## config.mk

```make
export PLATFORM = sky130hd
export DESIGN_NAME = fir_mac_seq
export DESIGN_NICKNAME = d
export VERILOG_FILES = /design/src/rtl/fir_mac_seq_pkg.sv /design/src/rtl/fir_delay_line.sv /design/src/rtl/fir_mac_seq.sv
export SDC_FILE = /design/constraint.sdc
export NUM_CORES = 1
export LEC_CHECK = 0
export CAP_MARGIN = 10
export CORE_MARGIN = 3
export CORE_UTILIZATION = 42
export CTS_CLUSTER_SIZE = 40
export DETAILED_ROUTE_END_ITERATION = 10
export PLACE_DENSITY = 0.63
export SETUP_SLACK_MARGIN = 0.02
export SYNTH_ARGS = -nofsm -noshare
export SYNTH_HDL_FRONTEND = slang
export SYNTH_HIERARCHICAL = 1
export SYNTH_SLANG_ARGS = --single-unit
```

## constraint.sdc

```tcl
create_clock -name iClk12M -period 5 [get_ports iClk12M]
set_clock_uncertainty 0.1 [all_clocks]
set_input_delay 0.5 -clock iClk12M [delete_from_list [all_inputs] [get_ports iClk12M]]
set_output_delay 0.5 -clock iClk12M [all_outputs]
set_load 0.005 [all_outputs]
```

## src/rtl/fir_mac_seq_pkg.sv

```systemverilog
// Shared constants and FSM encoding for the symmetric FIR MAC sequencer.
package fir_mac_seq_pkg;

  localparam int NUM_TAP     = 33;
  localparam int DATA_WIDTH  = 3;
  localparam int COEFF_WIDTH = 16;
  localparam int OUT_WIDTH   = 23;
  localparam int ADDR_WIDTH  = 5;

  typedef enum logic [1:0] {
    ST_IDLE = 2'd0,
    ST_CALC = 2'd1,
    ST_WAIT = 2'd2
  } state_t;

endpackage

```

## src/rtl/fir_delay_line.sv

```systemverilog
// Symbol delay line x[0..NUM_TAP-1] with symmetric head/tail read at pair index k.
module fir_delay_line #(
  parameter int NUM_TAP    = 33,
  parameter int DATA_WIDTH = 3,
  parameter int ADDR_WIDTH = 5
) (
  input  logic                  iClk12M,
  input  logic                  iRst,
  input  logic                  iShift,
  input  logic [DATA_WIDTH-1:0] iSymbol,
  input  logic [ADDR_WIDTH-1:0] iIdx,
  output logic [DATA_WIDTH-1:0] oHead,
  output logic [DATA_WIDTH-1:0] oTail
);

  // The tail index reaches NUM_TAP-1, which can need one bit more than k itself.
  localparam int IW = $clog2(NUM_TAP);

  logic [DATA_WIDTH-1:0] rX [NUM_TAP];
  logic [IW-1:0]         headIdx;
  logic [IW-1:0]         tailIdx;

  assign headIdx = IW'(iIdx);
  assign tailIdx = IW'(NUM_TAP - 1) - headIdx;
  assign oHead   = rX[headIdx];
  assign oTail   = rX[tailIdx];

  always_ff @(posedge iClk12M or posedge iRst) begin
    if (iRst) begin
      for (int i = 0; i < NUM_TAP; i++) rX[i] <= '0;
    end else if (iShift) begin
      rX[0] <= iSymbol;
      for (int i = 1; i < NUM_TAP; i++) rX[i] <= rX[i-1];
    end
  end

endmodule

```

## src/rtl/fir_mac_seq.sv

```systemverilog
// Sequences an external pre-add/multiply/accumulate MAC over the symmetric
// tap pairs of the FIR, one pair per cycle, and captures the result.
//
// state   | meaning
// IDLE    | waiting for a sample strobe
// CALC    | driving tap k = 0..center to the MAC, one per cycle
// WAIT    | MAC holds the final sum; capture it into oFirOut
module fir_mac_seq
  import fir_mac_seq_pkg::*;
#(
  parameter int NUM_TAP    = fir_mac_seq_pkg::NUM_TAP,
  parameter int DATA_WIDTH = fir_mac_seq_pkg::DATA_WIDTH,
  parameter int OUT_WIDTH  = fir_mac_seq_pkg::OUT_WIDTH,
  parameter int ADDR_WIDTH = fir_mac_seq_pkg::ADDR_WIDTH
) (
  input  logic                  iClk12M,
  input  logic                  iRst,
  input  logic                  iEnSample,
  input  logic [DATA_WIDTH-1:0] iSymbol,
  output logic                  oEnAdd,
  output logic                  oEnAcc,
  output logic                  oEnMul,
  output logic                  oIsCenter,
  output logic [DATA_WIDTH-1:0] oDelayHead,
  output logic [DATA_WIDTH-1:0] oDelayTail,
  output logic [ADDR_WIDTH-1:0] oCoeffAddr,
  input  logic [OUT_WIDTH-1:0]  iMac,
  output logic [OUT_WIDTH-1:0]  oFirOut,
  output logic                  oFirValid,
  output logic                  oBusy,
  output logic                  oOverrun
);

  localparam int NUM_PAIR = (NUM_TAP - 1) / 2;
  localparam logic [ADDR_WIDTH-1:0] CENTER = ADDR_WIDTH'(NUM_PAIR);

  state_t                rState, nState;
  logic [ADDR_WIDTH-1:0] rTap, nTap;
  logic                  accept;
  logic [DATA_WIDTH-1:0] head, tail;
  logic [OUT_WIDTH-1:0]  rFirOut;
  logic                  rFirValid;
  logic                  rOverrun;

  fir_delay_line #(
    .NUM_TAP   (NUM_TAP),
    .DATA_WIDTH(DATA_WIDTH),
    .ADDR_WIDTH(ADDR_WIDTH)
  ) u_delay (
    .iClk12M(iClk12M),
    .iRst   (iRst),
    .iShift (accept),
    .iSymbol(iSymbol),
    .iIdx   (rTap),
    .oHead  (head),
    .oTail  (tail)
  );

  always_ff @(posedge iClk12M or posedge iRst) begin
    if (iRst) begin
      rState <= ST_IDLE;
      rTap   <= '0;
    end else begin
      rState <= nState;
      rTap   <= nTap;
    end
  end

  always_comb begin
    nState     = rState;
    nTap       = rTap;
    accept     = 1'b0;
    oEnAdd     = 1'b0;
    oEnAcc     = 1'b0;
    oEnMul     = 1'b0;
    oIsCenter  = 1'b0;
    oDelayHead = '0;
    oDelayTail = '0;
    oCoeffAddr = '0;
    case (rState)
      ST_IDLE: begin
        if (iEnSample) begin
          accept = 1'b1;
          nTap   = '0;
          nState = ST_CALC;
        end
      end
      ST_CALC: begin
        oEnMul     = 1'b1;
        oCoeffAddr = rTap;
        oDelayHead = head;
        oDelayTail = tail;
        oIsCenter  = (rTap == CENTER);
        // First product loads the accumulator, the rest add onto it.
        oEnAdd     = (rTap == '0);
        oEnAcc     = (rTap != '0);
        if (rTap == CENTER) begin
          nTap   = '0;
          nState = ST_WAIT;
        end else begin
          nTap = rTap + 1'b1;
        end
      end
      ST_WAIT: nState = ST_IDLE;
      default: nState = ST_IDLE;
    endcase
  end

  always_ff @(posedge iClk12M or posedge iRst) begin
    if (iRst) begin
      rFirOut   <= '0;
      rFirValid <= 1'b0;
      rOverrun  <= 1'b0;
    end else begin
      rFirValid <= (rState == ST_WAIT);
      rOverrun  <= iEnSample && (rState != ST_IDLE);
      if (rState == ST_WAIT) rFirOut <= iMac;
    end
  end

  assign oFirOut   = rFirOut;
  assign oFirValid = rFirValid;
  assign oOverrun  = rOverrun;
  assign oBusy     = (rState != ST_IDLE);

endmodule
```

==> flow_summary.yaml <==
die:
  initial_core_util_pct: 43.5
  die_y_um: 135
  dieArea_sq_mm: 0.0183
  ioPinCount: 70
  die_w_um: 135
  core_sq_mm: 0.0161
  row_count: 46
cells_and_area:
  syn2layout_area_growth_pct: 19.1
  drive_above_1_share_pct: 32.5
  final_nets: 598
  n_antenna_cell: 0
  final_cell_mix: "dfrtp_1 (130), mux2_2 (103), clkdlybuf4s50_1 (69)"
  final_common_cell: "dfrtp_1"
detailed_routing:
  vias: 4452
  final_antenna_net_count: 0
  dr.first_iter.drc_count: 232
  vias_per_cell: 5.60
  drc_errors: 0
  wl_per_cell_um: 19.2
  wirelength_mm: 15.2
  drtPass1Iterations: 4
yosys:
  syn_area_sq_mm: 0.00701
  ys_seq_area_share_pct: 46.8
  syn_inst: 505
  synthDistinctLibCells: 51
  synthArstFlopShare_pct: 100
  synth-seq-cells: 131
  synth_edf_count: 0
  synth_warnings: 6
  syn_nets: 537
  avgSynthCellArea_sq_um: 13.9
  synth_top_flop_cell: "dfrtp_1"
place:
  dp_hpwl_mm: 9.88
  port-buffer-count: 69
  globalplace.congestion: 0.781
pwr:
  intPower_mw: 2.85
  clkPwrFrac_pct: 24.9
  power.switching_mw: 1.57
  peakVddDrop_uv: 558
  power_density_mw_per_mm2: 529
  combPwrFrac_pct: 44.3
  power.leakage_nw: 3.81
  p_sw_share_pct: 35.6
  seqPwrFrac_pct: 30.8
timing:
  timing.fmax_mhz: 232
  hold_violations: 0
  setup_viol: 0
  worstMarginPinSlew_ns: 0.979
  hold_ws_ns: 0.337
  slew_violations: 0
  fin_crit_sh_pct: 86.2
  tns_ns: 0
  rsz0062_at_grt: "false"
  min_period_ns: 4.31
  slew_headroom_pct: 34.5
run_status:
  status: "finished, final reports clean"
cts:
  clkSinkCount: 131
  post_cts_resized: 0
  htree_num_levels: 4
  cts_buffer_depth: 2
  numCtsBuffers: 17
  post-cts-setup-buffer-count: 0
  clkLatencyLatePin_ns: 0.41
  clkTransAtPathRegs_ns: 0.06
  hold_buffers: 0
  cts_root_buf: "clkbuf_16"
  cts_tree: "done"
setup_path:
  r2r_slack_ns: 2.57
  required_ns: 4.40
  arrival_ns: 3.71
  endpoint_kind: "output pin"
  worstSetupPathType: "reg2out"
  critPathMaxFanout: 12
  crit_path_start_kind: "register"
grt:
  grt_usage_pct: 17.2
  grt_max_degree: 65
  grt_pass1_wl_mm: 24.8
  grt_pass1_vias: 4664
  antenna_found_initial: 0
  grt_overflow: 0
min_path:
  hp-class: "in2async"
job:
  maxCapViolCount: 0
## cell families after synthesis
| group | share of synthesized area [%] |
|---|---|
| buffers and inverters | 4.07 |
| flip-flops | 46.8 |
| XOR/XNOR | 0.250 |
| adder cells (fa/ha/maj) | 0.536 |
| AND/OR/NAND/NOR | 6.20 |
| AO/OA/AOI/OAI | 5.62 |
| multiplexers | 36.5 |
## stage by stage
stage                     util, %  total power [mW]  area, sq um  setup WS (ns)  std cells
after global routing         51.8              4.67         8340          0.380        795
after CTS                    51.8              4.46         8340          0.640        795
after floorplan                 -              2.70         7010           1.79        505
final                        51.8              4.42         8340          0.689        795
after global placement       48.5              3.29         7820           1.04        763
after detailed placement     48.5              3.33         7820           1.12        763
## Yosys cell counts (all sizes together) (3+ instances only)
cell / n / area [sq um]
a2111oi: 12 / 106
nor4: 3 / 18.8
a31oi: 4 / 25.0
o22ai: 12 / 75.1
nor3: 3 / 15.0
nand2: 18 / 67.6
nor2: 10 / 37.5
nor2b: 15 / 96.3
mux2: 146 / 1720
inv: 12 / 45.1
buf: 22 / 180
nand2b: 3 / 18.8
mux4: 30 / 724
dfrtp: 131 / 3280
a211oi: 13 / 97.6
nand3: 3 / 15.0
a21o: 3 / 22.5
clkbuf: 16 / 60.1
ha: 3 / 37.5
and2: 8 / 50.1
mux2i: 12 / 120
o21ai: 4 / 20.0
## final timing paths
| path | endpoint | depth (start not counted) | from |
|---|---|---|---|
| worst max-delay path | oDelayTail[0] | 10 | rTap[0]$_DFFE_PP0P_ |
| worst min-delay path | rTap[3]$_DFFE_PP0P_ | 2 | iRst |
| worst max register to register | u_delay/rX[25]$_DFFE_PP0P_ | 5 | rState[0]$_DFFE_PP0P_ |
| worst min register to register | u_delay/rX[2]$_DFFE_PP0P_ | 1 | u_delay/rX[2]$_DFFE_PP0P_ |
| max in group asynchronous | u_delay/rX[46]$_DFFE_PP0P_ | 3 | iRst |
| min in group iClk12M | u_delay/rX[2]$_DFFE_PP0P_ | 1 | u_delay/rX[2]$_DFFE_PP0P_ |
## state kept, by name (all words and copies together) (netlist names)
signal,cells
u_delay/rX,99
oFirOut,23
rTap,5
rState,2
oFirValid,1
oOverrun,1
## power groups by stage
stage / sequential, mW / clock, mW / combinational [mW]
2_1_floorplan: 1.35 / 0 / 1.35
3_3_place_gp: 1.36 / 0 / 1.92
3_5_place_dp: 1.38 / 0 / 1.95
4_1_cts: 1.36 / 1.13 / 1.97
5_1_grt: 1.38 / 1.17 / 2.11
6_report: 1.36 / 1.10 / 1.96
## worst max-delay path, stage by stage, from the launching register on
cell             delay, ns
dfrtp_2               0.41
inv_2                 0.07
ha_2                  0.23
xor2_1                0.12
nand2_1               0.53
o22ai_1               0.20
a2111oi_0             0.79
nor4_1                0.11
o21ai_1               0.16
and2_1                0.15
clkdlybuf4s50_1       0.51
## layout make-up
cell class                 count  area [sq um]
clock inverter                 9          57.6
tap                          216           270
inverter                      12          48.8
clock buffer                  23           468
timing repair buffer          80           773
fill                        1371          7770
multi-input combinational    324          3450
sequential                   131          3280
## per-layer routing
metal | GRT usage, % | wire length (um) | share of wire (%)
met5 | 0 | 0 | 0
met4 | 4.65 | 82 | 0.54
met3 | 4.98 | 876 | 5.8
met2 | 27.4 | 7350 | 48
met1 | 23.3 | 6920 | 45
Power figures use the tool's default switching activity.
